==> src/rtl/gpcfg_pkg.sv <==
// rtl/gpcfg_pkg.sv - shared widths, state encoding and decode helper for the gpcfg register blocks
package gpcfg_pkg;

  localparam int CFG_AW    = 16;
  localparam int CFG_DW    = 32;
  localparam int CFG_NLANE = 4;

  typedef enum logic {
    IDLE = 1'b0,
    DATA = 1'b1
  } gpcfg_state_e;

  function automatic logic addr_hit(input logic [CFG_AW-1:0] addr,
                                    input logic [CFG_AW-1:0] cfg_addr);
    return addr == cfg_addr;
  endfunction

endpackage

==> src/rtl/gpcfg_wr_if.sv <==
// rtl/gpcfg_wr_if.sv - config-bus write port and register readback of one gpcfg register
interface gpcfg_wr_if;
  import gpcfg_pkg::*;

  logic                 wr_en;
  logic [CFG_DW-1:0]    wr_addr;
  logic [CFG_NLANE-1:0] byte_en;
  logic [CFG_DW-1:0]    wdata;
  logic [CFG_DW-1:0]    wr_reg;
  logic                 wr_upd;

  modport master (
    output wr_en, wr_addr, byte_en, wdata,
    input  wr_reg, wr_upd
  );

  modport slave (
    input  wr_en, wr_addr, byte_en, wdata,
    output wr_reg, wr_upd
  );

endinterface

==> src/rtl/gpcfg_wr_lane.sv <==
// rtl/gpcfg_wr_lane.sv - one 8-bit byte lane of the register with read-only and pulse bits
module gpcfg_wr_lane
  import gpcfg_pkg::*;
#(
  parameter logic [7:0] RESET_VAL  = 8'h00,
  parameter logic [7:0] RO_MASK    = 8'h00,
  parameter logic [7:0] PULSE_MASK = 8'h00
) (
  input  logic       hclk,
  input  logic       hresetn,
  input  logic       we,
  input  logic       clear,
  input  logic [7:0] d,
  output logic [7:0] q
);

  logic [7:0] q_next;
  logic [7:0] q_cleared;

  // A write on the same edge as the pulse clear wins, so the written bit survives.
  always_comb begin
    q_cleared = (q & ~PULSE_MASK) | (RESET_VAL & PULSE_MASK);
    q_next    = q;
    if (we) begin
      q_next = d;
    end else if (clear) begin
      q_next = q_cleared;
    end
    q_next = (q_next & ~RO_MASK) | (RESET_VAL & RO_MASK);
  end

  always_ff @(posedge hclk or negedge hresetn) begin
    if (!hresetn) begin
      q <= RESET_VAL;
    end else begin
      q <= q_next;
    end
  end

endmodule

==> src/rtl/gpcfg_wr.sv <==
// rtl/gpcfg_wr.sv - write side of one general-purpose config register (address/data phase merge)
module gpcfg_wr
  import gpcfg_pkg::*;
#(
  parameter logic [CFG_AW-1:0] CFG_ADDR   = '0,
  parameter logic [CFG_DW-1:0] RESET_VAL  = '0,
  parameter logic [CFG_DW-1:0] RO_MASK    = '0,
  parameter logic [CFG_DW-1:0] PULSE_MASK = '0
) (
  input logic        hclk,
  input logic        hresetn,
  gpcfg_wr_if.slave  bus
);

  gpcfg_state_e         state;
  gpcfg_state_e         state_next;
  logic [CFG_NLANE-1:0] pend_be;
  logic                 hit;
  logic                 data_phase;
  logic                 upd_q;
  logic [CFG_DW-1:0]    reg_q;
  logic                 addr_hi_unused;

  assign hit            = bus.wr_en && addr_hit(bus.wr_addr[CFG_AW-1:0], CFG_ADDR);
  assign addr_hi_unused = ^bus.wr_addr[CFG_DW-1:CFG_AW];

  always_ff @(posedge hclk or negedge hresetn) begin
    if (!hresetn) begin
      state   <= IDLE;
      pend_be <= '0;
    end else begin
      state   <= state_next;
      pend_be <= hit ? bus.byte_en : '0;
    end
  end

  always_comb begin
    state_next = IDLE;
    case (state)
      IDLE:    state_next = hit ? DATA : IDLE;
      DATA:    state_next = hit ? DATA : IDLE;
      default: state_next = IDLE;
    endcase
  end

  always_comb begin
    data_phase = 1'b0;
    case (state)
      DATA:    data_phase = 1'b1;
      default: data_phase = 1'b0;
    endcase
  end

  // The strobe doubles as the pulse-bit clear: pulse bits can only be set if a write landed last edge.
  always_ff @(posedge hclk or negedge hresetn) begin
    if (!hresetn) begin
      upd_q <= 1'b0;
    end else begin
      upd_q <= data_phase && (|pend_be);
    end
  end

  for (genvar i = 0; i < CFG_NLANE; i++) begin : g_lane
    gpcfg_wr_lane #(
      .RESET_VAL  (RESET_VAL[8*i +: 8]),
      .RO_MASK    (RO_MASK[8*i +: 8]),
      .PULSE_MASK (PULSE_MASK[8*i +: 8])
    ) u_lane (
      .hclk    (hclk),
      .hresetn (hresetn),
      .we      (data_phase && pend_be[i]),
      .clear   (upd_q),
      .d       (bus.wdata[8*i +: 8]),
      .q       (reg_q[8*i +: 8])
    );
  end

  assign bus.wr_reg = reg_q;
  assign bus.wr_upd = upd_q;

endmodule
==> src/flat_wrapper.sv <==
// flat-port wrapper written by rule: the top's interface ports become plain ports
module gpcfg_wr_flat import gpcfg_pkg::*;
#(
  parameter logic [CFG_AW-1:0] CFG_ADDR   = '0,
  parameter logic [CFG_DW-1:0] RESET_VAL  = '0,
  parameter logic [CFG_DW-1:0] RO_MASK    = '0,
  parameter logic [CFG_DW-1:0] PULSE_MASK = '0
)
  (hclk, hresetn, bus_wr_en, bus_wr_addr, bus_byte_en, bus_wdata, bus_wr_reg, bus_wr_upd);
  gpcfg_wr_if bus_i ();
  input logic hclk;
  input logic hresetn;
  input wire logic [$bits(bus_i.wr_en)-1:0] bus_wr_en;
  input wire logic [$bits(bus_i.wr_addr)-1:0] bus_wr_addr;
  input wire logic [$bits(bus_i.byte_en)-1:0] bus_byte_en;
  input wire logic [$bits(bus_i.wdata)-1:0] bus_wdata;
  output wire logic [$bits(bus_i.wr_reg)-1:0] bus_wr_reg;
  output wire logic [$bits(bus_i.wr_upd)-1:0] bus_wr_upd;
  assign bus_i.wr_en = bus_wr_en;
  assign bus_i.wr_addr = bus_wr_addr;
  assign bus_i.byte_en = bus_byte_en;
  assign bus_i.wdata = bus_wdata;
  assign bus_wr_reg = bus_i.wr_reg;
  assign bus_wr_upd = bus_i.wr_upd;
  gpcfg_wr #(.CFG_ADDR(CFG_ADDR), .RESET_VAL(RESET_VAL), .RO_MASK(RO_MASK), .PULSE_MASK(PULSE_MASK)) u_core (.hclk(hclk), .hresetn(hresetn), .bus(bus_i));
endmodule
==> config.mk <==
export PLATFORM = sky130hd
export DESIGN_NAME = gpcfg_wr_flat
export DESIGN_NICKNAME = d
export VERILOG_FILES = /design/src/rtl/gpcfg_pkg.sv /design/src/rtl/gpcfg_wr_if.sv /design/src/rtl/gpcfg_wr_lane.sv /design/src/rtl/gpcfg_wr.sv /design/src/flat_wrapper.sv
export SDC_FILE = /design/constraint.sdc
export NUM_CORES = 1
export LEC_CHECK = 0
export CORE_MARGIN = 3
export CORE_UTILIZATION = 40
export CTS_BUF_LIST = sky130_fd_sc_hd__clkbuf_4
export CTS_CLUSTER_DIAMETER = 150
export DETAILED_ROUTE_END_ITERATION = 8
export PLACE_DENSITY = 0.88
export SKIP_LAST_GASP = 1
export SYNTH_ARGS = -nofsm -noshare
export SYNTH_HDL_FRONTEND = slang
export SYNTH_HIERARCHICAL = 1
export SYNTH_SLANG_ARGS = --single-unit
export TNS_END_PERCENT = 100
==> constraint.sdc <==
create_clock -name hclk -period 2.4 [get_ports hclk]
set_input_delay 0.24 -clock hclk [delete_from_list [all_inputs] [get_ports hclk]]
set_output_delay 0.24 -clock hclk [all_outputs]
set_load 0.03 [all_outputs]
* After elaboration in Yosys (flattened, before gate mapping)
Cells that the tools add are included.
Widths: inputs -> output; s select.
** Cells by class
- Reduce and logical (&&, ||, !) cells :: 8
- Multiplexer cells :: 3
** Operator list (number)
- $logic_not 16->1 :: 1
- $logic_and 1x1->1 :: 6
- $mux 4 :: 1
- $reduce_or 4->1 :: 1
- $mux 1 :: 2
** Storage, ports and cells
- Output and inout bits :: 33
- Register bits after elaboration :: 38

* Longest topological paths before layout
Gate-level depths: netlist (run 1).
- Depth in word-level cells :: 3
- Mapped depth :: 3

* Cells and area by module
Netlist (run 1), hierarchy kept.
** Modules (own cells, without submodules)
- gpcfg_wr_lane :: times used 4, cells an instance 17, area an instance 331.6 um^2
- gpcfg_wr :: times used 1, cells an instance 21, area an instance 274.0 um^2

* Worst setup path before layout (run 1)
OpenSTA, ideal clock, no wires.
- Path kind :: in2reg
- From :: input bus_wr_addr[1]
- To :: register u_core.pend_be[0]
- Slack :: 1.216 ns
- Cell stages on the path :: 3
- Data required time :: 2.333 ns
- Setup time :: 0.067 ns
- Arrival time :: 1.117 ns
- Cell sequence :: or4_4 -> nor4_4 -> and3_1
** On the way
- Cells in the longest elaborated chain, start to end :: 3
** Ends and longest elaborated chain
- from (decl) :: line flat_wrapper.sv:14 : input wire logic [$bits(bus_i.wr_addr)-1:0] bus_wr_addr;
- $logic_not 16->1 :: line gpcfg_pkg.sv:15 : return addr == cfg_addr;
- $logic_and 1x1->1 :: line gpcfg_wr.sv:24 : assign hit = bus.wr_en && addr_hit(bus.wr_addr[CFG_AW-1:0], CFG_ADDR);
- $mux 4 :: line gpcfg_wr.sv:33 : pend_be <= hit ? bus.byte_en : '0;
- to (signal assigned) :: line gpcfg_wr.sv:33
- to (decl) :: line gpcfg_wr.sv:17 : logic [CFG_NLANE-1:0] pend_be;
Every way passes these cells.
A chain may end at the register's enable or synchronous reset.

* Final worst setup path (run 1)
- From :: register u_core.g_lane[0].u_lane.q[3]
- To :: output bus_wr_reg[3]
** RTL lines
- from (decl) :: line gpcfg_wr_lane.sv:14 : output logic [7:0] q
- from (signal assigned) :: line gpcfg_wr_lane.sv:36 : q <= q_next;
- to (decl) :: line flat_wrapper.sv:17 : output wire logic [$bits(bus_i.wr_reg)-1:0] bus_wr_reg;
No word-level cell between the ends.

==> impl_metrics.csv, run 1 <==
group,metric,value,unit
outcome,outcome,"finished clean",
global_routing,overflow,0,
timing,min_period,1.66,ns
power_and_ir_drop,ir_drop,0.247,mV
worst_setup_path,crit_fanout,2,
logic_synthesis,ys_types,11,
drt,via_per_inst,4.83,
logic_synthesis,yosysTopAreaCellShare,59.4,%
final_layout,final_area,0.00254,mm²
global_routing,grt_pass1_vias,1247,
placed_design,placed_area,0.00248,mm²
clocking,clk_pin_slew,0.11,ns
final_layout,areaGrowthSynthToFinish,59.0,%
logic_synthesis,syn_nets,160,
die,core_area,0.00377,mm²
logic_synthesis,syn_inst,89,
clocking,clock_latency,0.33,ns
clocking,cts.sinks,38,
global_routing,grt.total_usage,16.5,%
drt,num_vias,1105,
logic_synthesis,syn-cell-area,0.00160,mm²
timing,tightest_slew,0.811,ns
global_routing,grt_antenna_before_repair,0,
logic_synthesis,synth_area_leader_cell,"dfrtp_1",
global_routing,grt_pass1_wl,6.09,mm
timing,setup_violations,0,
logic_synthesis,synth_seq_cells,38,
timing,rsz0062_at_grt,"false",
logic_synthesis,yosysSeqAreaShare,59.4,%
clocking,htreeDepth,2,
worst_setup_path,worst_setup_path_start_kind,"flip-flop",
clocking,cts_buffers,5,
timing,fmax,602,MHz
global_routing,grt_max_degree,39,
logic_synthesis,synth_edf_count,0,
drt,wl_per_cell,16.1,µm
timing,hold_viol_final,0,
drt,wl,3.68,mm
worst_setup_path,cp-end-kind,"output pin",
drt,ant_nets,0,
logic_synthesis,yosysMostFrequentCell,"dfrtp_1",
drt,first_pass_iters,4,
clocking,tritoncts,"done",
final_layout,antenna_cells,0,
timing,relSlewSlack,46.0,%
final_layout,fin_nets,251,
worst_setup_path,path_delay_family,"buffers and inverters",
logic_synthesis,synth_common_cells,"dfrtp_1, mux2_4, and2_1, and3_1, buf_6",
timing,skew,0.00876,ns
worst_setup_path,slowest_delay,0.70,ns
timing,final_max_slew_viol_count,0,
placed_design,pre_cts_ws,0.747,ns
timing,setup_slack,0.739,ns
die,rows,22,
job,drv_cap,0,
placed_design,place.port_buffers,87,
clocking,ctsResizeCount,0,
power_and_ir_drop,power.density,419,mW/mm²
worst_setup_path,cp.arrival,1.42,ns
final_layout,final_util,67.5,%
logic_synthesis,yosysWarnings,6,
die,die-area,0.00480,mm²
worst_setup_path,worst-setup-path-type,"flip-flop to output pin",
die,io_pins,104,
placed_design,dp_hpwl,2.84,mm
clocking,clockRootBuffer,"clkbuf_4",
logic_synthesis,synthArstFlopShare,100,%
logic_synthesis,synth_flop_cell,"dfrtp_1",
worst_setup_path,worst-path-buf-inv,1,
logic_synthesis,syn_area_per_cell,18.0,µm²
logic_synthesis,synth_area_leaders,"dfrtp_1, mux2_4, buf_6",
worst_setup_path,cp_slowest_cell,"clkdlybuf4s50_1",
placed_design,routabilityCongestion,0.747,
worst_setup_path,required,2.16,ns
drt,route.detailed.drc,0,
power_and_ir_drop,p_leak,1.15,nW
final_layout,drive_gt1_share,23.8,%
die,dieWidth,69.3,µm
clocking,clock_path_buffers,2,
min_path,hold_class,"primary input to flip-flop",
drt,drt_iter0_markers,9,
worst_setup_path,crit_chain,"clkdlybuf4s50_1",
timing,period_share,69.2,%
die,start_util,42.4,%
die,dieHeight,69.3,µm
timing,finalSetupTns,0,ns
sequential cells by signal, indices dropped and copies added (netlist names):
name                    cells
u_core/pend_be              4
u_core/bus.wr_upd           1
u_core/g_lane.u_lane/q     32
u_core/state                1
area by class of cell:
type	count	area (µm²)
clock buffer	6	45.0
clock inverter	2	8.76
fill	245	1230
multi-input combinational	47	604
sequential	38	951
tap	48	60.1
timing repair buffer	88	876
per-stage QoR:
stage | std cells | hold slack (ns) | total power, mW
global route | 229 | 0.466 | 1.11
global placement | 220 | 0.352 | 0.754
CTS | 229 | 0.461 | 1.08
detailed placement | 220 | 0.373 | 0.758
finish | 229 | 0.470 | 1.07
floorplan | 89 | -0.0556 | 0.656
logic make-up after synthesis:
family | count (synthesis) | synth area share (%)
AOI/OAI and AO/OA | 1 | 0.704
buffers and inverters | 4 | 2.81
DFF | 38 | 59.4
muxes | 32 | 30.0
and+or+nand+nor | 14 | 7.04
routing by layer:
metal	share of wire, %	up-vias	wire (µm)	global-route usage [%]
li1	-	499	-	-
met1	38	545	1380	19.0
met2	54	55	2000	28.5
met3	5.8	6	213	3.04
met4	2.3	0	85	9.33
met5	0	-	0	0
power breakdown:
part	switching (mW)	total (mW)	internal [mW]
sequential	0.000000427	0.640	0.640
combinational	0.0265	0.105	0.0789
clock	0.198	0.320	0.122
total	0.225	1.07	0.840
worst paths after layout:
path / from / end / slack, ns / cells past startpoint
hold / removal: bus_byte_en[1] / u_core/pend_be[1]$_DFF_PN0_ / 0.47 / 2
setup / recovery: u_core/g_lane[0].u_lane/q[3]$_DFFE_PN0P_ / bus_wr_reg[3] / 0.74 / 1
max in group asynchronous: hresetn / u_core/g_lane[2].u_lane/q[7]$_DFFE_PN0P_ / 1.36 / 2
min in group asynchronous: hresetn / u_core/g_lane[1].u_lane/q[7]$_DFFE_PN0P_ / 0.53 / 2
setup reg to reg: u_core/state$_DFF_PN0_ / u_core/g_lane[0].u_lane/q[7]$_DFFE_PN0P_ / 1.05 / 2
hold reg to reg: u_core/pend_be[2]$_DFF_PN0_ / u_core/bus.wr_upd$_DFF_PN0_ / 0.51 / 1
placed cells by master (no fill, tap or decap), drive strengths merged:
cell,Yosys,layout
and2,5,5
and3,4,4
and4b,1,1
buf,4,1
clkbuf,0,6
clkdlybuf4s50,0,86
clkinv,0,2
dfrtp,38,38
dlygate4sd3,0,1
mux2,32,32
nor4,3,3
o41a,1,1
or4,1,1
timing repair:
item	in CTS	in global routing
setup buffers	0	0
endpoints found under the hold margin	2	0
hold buffers	1	0
Power figures use the tool's default switching activity.
==> run 2, diff against run 1 <==
--- a/config.mk
+++ b/config.mk
@@ -6,11 +6,11 @@
 export NUM_CORES = 1
 export LEC_CHECK = 0
 export CORE_MARGIN = 3
-export CORE_UTILIZATION = 40
+export CORE_UTILIZATION = 37
 export CTS_BUF_LIST = sky130_fd_sc_hd__clkbuf_4
 export CTS_CLUSTER_DIAMETER = 150
 export DETAILED_ROUTE_END_ITERATION = 8
-export PLACE_DENSITY = 0.88
+export PLACE_DENSITY = 0.82
 export SKIP_LAST_GASP = 1
 export SYNTH_ARGS = -nofsm -noshare
 export SYNTH_HDL_FRONTEND = slang
==> constraint.sdc (replaced) <==
create_clock -name hclk -period 1.7 [get_ports hclk]
set_input_delay 0.17 -clock hclk [delete_from_list [all_inputs] [get_ports hclk]]
set_output_delay 0.17 -clock hclk [all_outputs]
set_load 0.03 [all_outputs]
==> run 2 against run 1 <==
Effect of this change:
- first-iteration DRC count grew to 3.7 times the previous value
- critical path type unchanged
- largest cell class unchanged
- design area is 1.0% higher
- clock skew is 0.0013 ns lower
- critical endpoint is now bus_wr_reg[22]
==> impl_metrics.csv, run 2 (synthesis gave the netlist of run 1 again) <==
group,metric,value,unit
clocking,tritoncts,"done",
drt,wl,3.65,mm
worst_setup_path,path_delay_family,"buffers and inverters",
worst_setup_path,crit_chain,"clkdlybuf4s50_1",
worst_setup_path,cp-end-kind,"output pin",
final_layout,antenna_cells,0,
timing,relSlewSlack,45.2,%
power_and_ir_drop,power.density,642,mW/mm²
global_routing,grt_max_degree,39,
global_routing,grt.total_usage,15.7,%
timing,final_max_slew_viol_count,0,
drt,first_pass_iters,4,
die,rows,23,
die,io_pins,104,
global_routing,grt_antenna_before_repair,0,
worst_setup_path,slowest_delay,0.69,ns
drt,drt_iter0_markers,33,
timing,rsz0062_at_grt,"false",
drt,ant_nets,0,
timing,setup_violations,0,
power_and_ir_drop,seqPwrFrac,54.7,%
global_routing,grt_pass1_wl,6.30,mm
outcome,outcome,"finished clean",
die,start_util,39.2,%
timing,fmax,633,MHz
power_and_ir_drop,p_sw,332,µW
final_layout,regMostFlops,"u_core/g_lane.u_lane/q",
final_layout,fin_nets,251,
worst_setup_path,crit_fanout,2,
power_and_ir_drop,p_int,1.32,mW
placed_design,placed_area,0.00248,mm²
worst_setup_path,required,1.53,ns
min_path,hold_class,"primary input to flip-flop",
die,core_area,0.00409,mm²
timing,min_period,1.58,ns
placed_design,dp_hpwl,2.79,mm
power_and_ir_drop,clkPwrFrac,36.3,%
clocking,cts.sinks,38,
clocking,ctsResizeCount,0,
clocking,clock_latency,0.34,ns
clocking,cts_buffers,5,
timing,hold_viol_final,0,
global_routing,grt_pass1_vias,1299,
clocking,post_cts_buffers,0,
power_and_ir_drop,ir_drop,0.374,mV
global_routing,overflow,0,
final_layout,reg_top3,"u_core/g_lane.u_lane/q x32, u_core/pend_be x4",
placed_design,routabilityCongestion,0.722,
final_layout,drive_gt1_share,24.3,%
drt,route.detailed.drc,0,
final_layout,largest_register_ffs,32,
final_layout,final_area,0.00257,mm²
timing,finalSetupTns,0,ns
worst_setup_path,cp.arrival,1.41,ns
clocking,clockRootBuffer,"clkbuf_4",
timing,skew,0.00748,ns
drt,via_per_inst,4.71,
job,drv_cap,0,
timing,period_share,92.9,%
placed_design,place.port_buffers,87,
final_layout,areaGrowthSynthToFinish,60.7,%
die,dieWidth,71.8,µm
die,dieHeight,71.8,µm
drt,wl_per_cell,15.8,µm
power_and_ir_drop,p_leak,1.16,nW
final_layout,final_cell_mix,"clkdlybuf4s50_1, dfrtp_1, mux2_4, clkbuf_4",
worst_setup_path,worst-setup-path-type,"flip-flop to output pin",
clocking,cts_hold_buf,1,
clocking,htreeDepth,2,
clocking,clk_pin_slew,0.11,ns
die,die-area,0.00515,mm²
clocking,clock_path_buffers,2,
drt,num_vias,1089,
power_and_ir_drop,p_comb_share,9.0,%
final_layout,final_common_cell,"clkdlybuf4s50_1",
worst_setup_path,worst_setup_path_start_kind,"flip-flop",
timing,tightest_slew,0.821,ns
worst_setup_path,worst-path-buf-inv,1,
power_and_ir_drop,netSwitchingFraction,20.1,%
worst_setup_path,cp_slowest_cell,"clkdlybuf4s50_1",
[run 2: cell count changes in the layout (fill, tap and decap cells not counted), sizes merged]
cell    previous run  this run
clkbuf             6         5
bufinv             0         1
[run 2: worst paths after layout]
kind                                                     startpoint                                       end  slack (ns)  cells past startpoint
max                        u_core/g_lane[2].u_lane/q[6]$_DFFE_PN0P_                            bus_wr_reg[22]        0.12                      1
min                                                  bus_byte_en[3]               u_core/pend_be[3]$_DFF_PN0_        0.39                      2
max reg2reg                                  u_core/state$_DFF_PN0_  u_core/g_lane[0].u_lane/q[7]$_DFFE_PN0P_        0.35                      2
min reg2reg                             u_core/pend_be[2]$_DFF_PN0_               u_core/bus.wr_upd$_DFF_PN0_        0.51                      1
max in group asynchronous                                   hresetn  u_core/g_lane[1].u_lane/q[3]$_DFFE_PN0P_        0.71                      2
min in group asynchronous                                   hresetn  u_core/g_lane[3].u_lane/q[2]$_DFFE_PN0P_        0.46                      2
[run 2: final cells by class]
| type | instances | area [µm²] |
|---|---|---|
| Multi-Input combinational cell | 47 | 604 |
| Timing Repair Buffer | 88 | 876 |
| Clock buffer | 5 | 37.5 |
| Clock inverter | 3 | 40.0 |
| Fill cell | 310 | 1520 |
| Tap cell | 50 | 62.6 |
| Sequential cell | 38 | 951 |
[run 2: routing by layer]
layer / vias up / wire length (µm) / GRT usage, %
met3: 9 / 159 / 2.24
met1: 539 / 1360 / 18.9
met4: 0 / 85 / 8.14
met2: 45 / 2050 / 27.2
li1: 496 / - / -
met5: - / 0 / 0
[run 2: metrics by stage]
step / worst slack, ns / cells / hold slack, ns / utilization [%] / power (mW)
6_report: 0.121 / 231 / 0.387 / 62.9 / 1.65
5_1_grt: 0.0458 / 231 / 0.369 / 62.9 / 1.73
4_1_cts: 0.0942 / 231 / 0.372 / 62.9 / 1.68
3_5_place_dp: 0.106 / 222 / 0.318 / 60.8 / 1.07
3_3_place_gp: 0.135 / 222 / 0.292 / 60.8 / 1.07
2_1_floorplan: 0.586 / 89 / -0.126 / - / 0.926
[run 2: power groups by stage]
stage                     clock (mW)  sequential, mW  combinational, mW
after floorplan                    0           0.921            0.00481
after global placement             0           0.921              0.146
after detailed placement           0           0.921              0.150
after CTS                      0.625           0.904              0.152
after global routing           0.661           0.904              0.162
final                          0.600           0.903              0.149
==> run 3, diff against run 2 <==
--- a/config.mk
+++ b/config.mk
@@ -6,11 +6,12 @@
 export NUM_CORES = 1
 export LEC_CHECK = 0
 export CORE_MARGIN = 3
-export CORE_UTILIZATION = 37
+export CORE_UTILIZATION = 55
 export CTS_BUF_LIST = sky130_fd_sc_hd__clkbuf_4
 export CTS_CLUSTER_DIAMETER = 150
 export DETAILED_ROUTE_END_ITERATION = 8
-export PLACE_DENSITY = 0.82
+export DONT_BUFFER_PORTS = 1
+export PLACE_DENSITY = 0.7
 export SKIP_LAST_GASP = 1
 export SYNTH_ARGS = -nofsm -noshare
 export SYNTH_HDL_FRONTEND = slang
==> run 3 against run 2 <==
Effect of this change:
- combinational power is 34% lower
- largest cell class unchanged
- flip-flop and latch count did not move
- critical path type is now flip-flop to flip-flop
- clock skew fell by 0.0034 ns
- critical path depth increased by 1
- first-iteration DRC count shrank 39%
==> impl_metrics.csv, run 3 (synthesis gave the netlist of run 1 again) <==
group,metric,value,unit
outcome,outcome,"finished clean",
worst_setup_path,worst-setup-path-type,"flip-flop to flip-flop",
global_routing,grt.total_usage,19.5,%
final_layout,areaGrowthSynthToFinish,27.3,%
global_routing,grt_antenna_before_repair,0,
final_layout,instances_no_fill,161,
worst_setup_path,critPathLaunch,"u_core/state$_DFF_PN0_",
drt,ant_nets,0,
worst_setup_path,crit_chain,"and2_1 -> mux2_4",
clocking,post_cts_buffers,0,
timing,relSlewSlack,64.6,%
timing,period_share,78.9,%
final_layout,final_cell_mix,"dfrtp_1, dlygate4sd3_1, mux2_4, clkbuf_4",
die,dieWidth,59.9,µm
clocking,clock_path_buffers,2,
power_and_ir_drop,ir_drop,0.612,mV
worst_setup_path,cp_slowest_cell,"and2_1",
clocking,cts.sinks,38,
worst_setup_path,r2r_slack,0.36,ns
timing,setup_violations,0,
timing,rsz0062_at_grt,"false",
drt,num_vias,894,
timing,whs,0.0567,ns
placed_design,dp_hpwl,1.84,mm
final_layout,largest_register_ffs,32,
timing,hold_viol_final,0,
min_path,hold_path_startpoint,"bus_wr_addr[8]",
final_layout,final_area,0.00204,mm²
drt,via_per_inst,5.55,
clocking,cts_buffers,5,
worst_setup_path,path_delay_family,"simple AND/OR/NAND/NOR gates",
drt,route.detailed.drc,0,
timing,finalSetupTns,0,ns
timing,fmax,745,MHz
job,drv_cap,0,
final_layout,reg_top3,"u_core/g_lane.u_lane/q x32, u_core/pend_be x4",
global_routing,grt_max_degree,39,
final_layout,regMostFlops,"u_core/g_lane.u_lane/q",
worst_setup_path,cp.arrival,1.56,ns
drt,first_pass_iters,4,
worst_setup_path,worstReg2RegEnd,"u_core/g_lane[0].u_lane/q[4]$_DFFE_PN0P_",
worst_setup_path,required,1.92,ns
final_layout,final_common_cell,"dfrtp_1",
placed_design,dp_cells,115,
die,die-area,0.00359,mm²
worst_setup_path,crit_fanout,8,
clocking,clock_latency,0.33,ns
worst_setup_path,r2r_cells,2,
worst_setup_path,endpoint,"u_core/g_lane[0].u_lane/q[4]$_DFFE_PN0P_",
clocking,cts_hold_buf,38,
final_layout,drive_gt1_share,32.8,%
power_and_ir_drop,power.density,703,mW/mm²
global_routing,grt_pass1_vias,1025,
final_layout,fin_nets,201,
worst_setup_path,worst-path-buf-inv,0,
clocking,htreeDepth,2,
clocking,tritoncts,"done",
power_and_ir_drop,p_leak,0.983,nW
placed_design,placed_area,0.00159,mm²
worst_setup_path,reg2reg_from,"u_core/state$_DFF_PN0_",
die,dieHeight,59.9,µm
final_layout,antenna_cells,0,
drt,drt_iter0_markers,20,
worst_setup_path,worstSetupPathDepth,2,
clocking,clockRootBuffer,"clkbuf_4",
die,start_util,61.3,%
placed_design,routabilityCongestion,0.694,
timing,tightest_slew,0.532,ns
die,rows,18,
min_path,hold_class,"primary input to flip-flop",
placed_design,place.port_buffers,0,
global_routing,overflow,0,
timing,final_max_slew_viol_count,0,
timing,min_period,1.34,ns
clocking,clk_pin_slew,0.10,ns
global_routing,grt_pass1_wl,4.93,mm
clocking,ctsResizeCount,0,
die,core_area,0.00261,mm²
timing,skew,0.00408,ns
worst_setup_path,cp-end-kind,"flip-flop",
drt,wl,3.25,mm
worst_setup_path,worst_setup_path_start_kind,"flip-flop",
worst_setup_path,slowest_delay,0.48,ns
die,io_pins,104,
drt,wl_per_cell,20.2,µm
## run 3: changes by cell type in the layout (fill, tap and decap cells not counted), sizes merged
cell	delta
bufinv	-1
clkbuf	+1
clkdlybuf4s50	-86
dlygate4sd3	+36
## run 3: worst min path at each step
stage,endpoint,depth (start not counted)
floorplan,u_core/bus.wr_upd$_DFF_PN0_,0
global placement,u_core/g_lane[0].u_lane/q[2]$_DFFE_PN0P_,0
detailed placement,u_core/g_lane[0].u_lane/q[2]$_DFFE_PN0P_,0
CTS,u_core/pend_be[2]$_DFF_PN0_,2
global route,u_core/pend_be[1]$_DFF_PN0_,2
finish,u_core/pend_be[2]$_DFF_PN0_,2
## run 3: power by group
group	switching [mW]	total [mW]	leakage, nW	internal [mW]
registers	0.000000571	0.903	0.531	0.903
clock network	0.260	0.432	0.0331	0.171
logic	0.0324	0.0977	0.419	0.0653
## run 3: stage by stage
stage	total power, mW	utilization, %	setup WS, ns
floorplan	0.926	-	0.586
global placement	0.926	61.0	0.406
detailed placement	0.926	61.0	0.384
CTS	1.46	78.0	0.364
global route	1.50	78.0	0.298
finish	1.43	78.0	0.358
## run 3: metal layers
metal,vias to the layer above,global-route usage [%],part of all wire [%]
li1,398,-,-
met1,429,20.3,36
met2,65,34.6,53
met3,2,8.42,11
met4,0,6.65,0.46
met5,-,0,0
## run 3: worst reg2reg max path, delay by kind of cell, from the launching register on
family           cells  cell delay [ns]
DFF                  1             0.39
muxes                1             0.36
and+or+nand+nor      1             0.48
## run 3: cell type report
cell class / instances / area [µm²]
fillers: 152 / 576
clock buffers: 6 / 45.0
multi-input cells: 47 / 604
clock inverters: 2 / 8.76
flip-flops and latches: 38 / 951
repair buffers: 38 / 390
well taps: 30 / 37.5
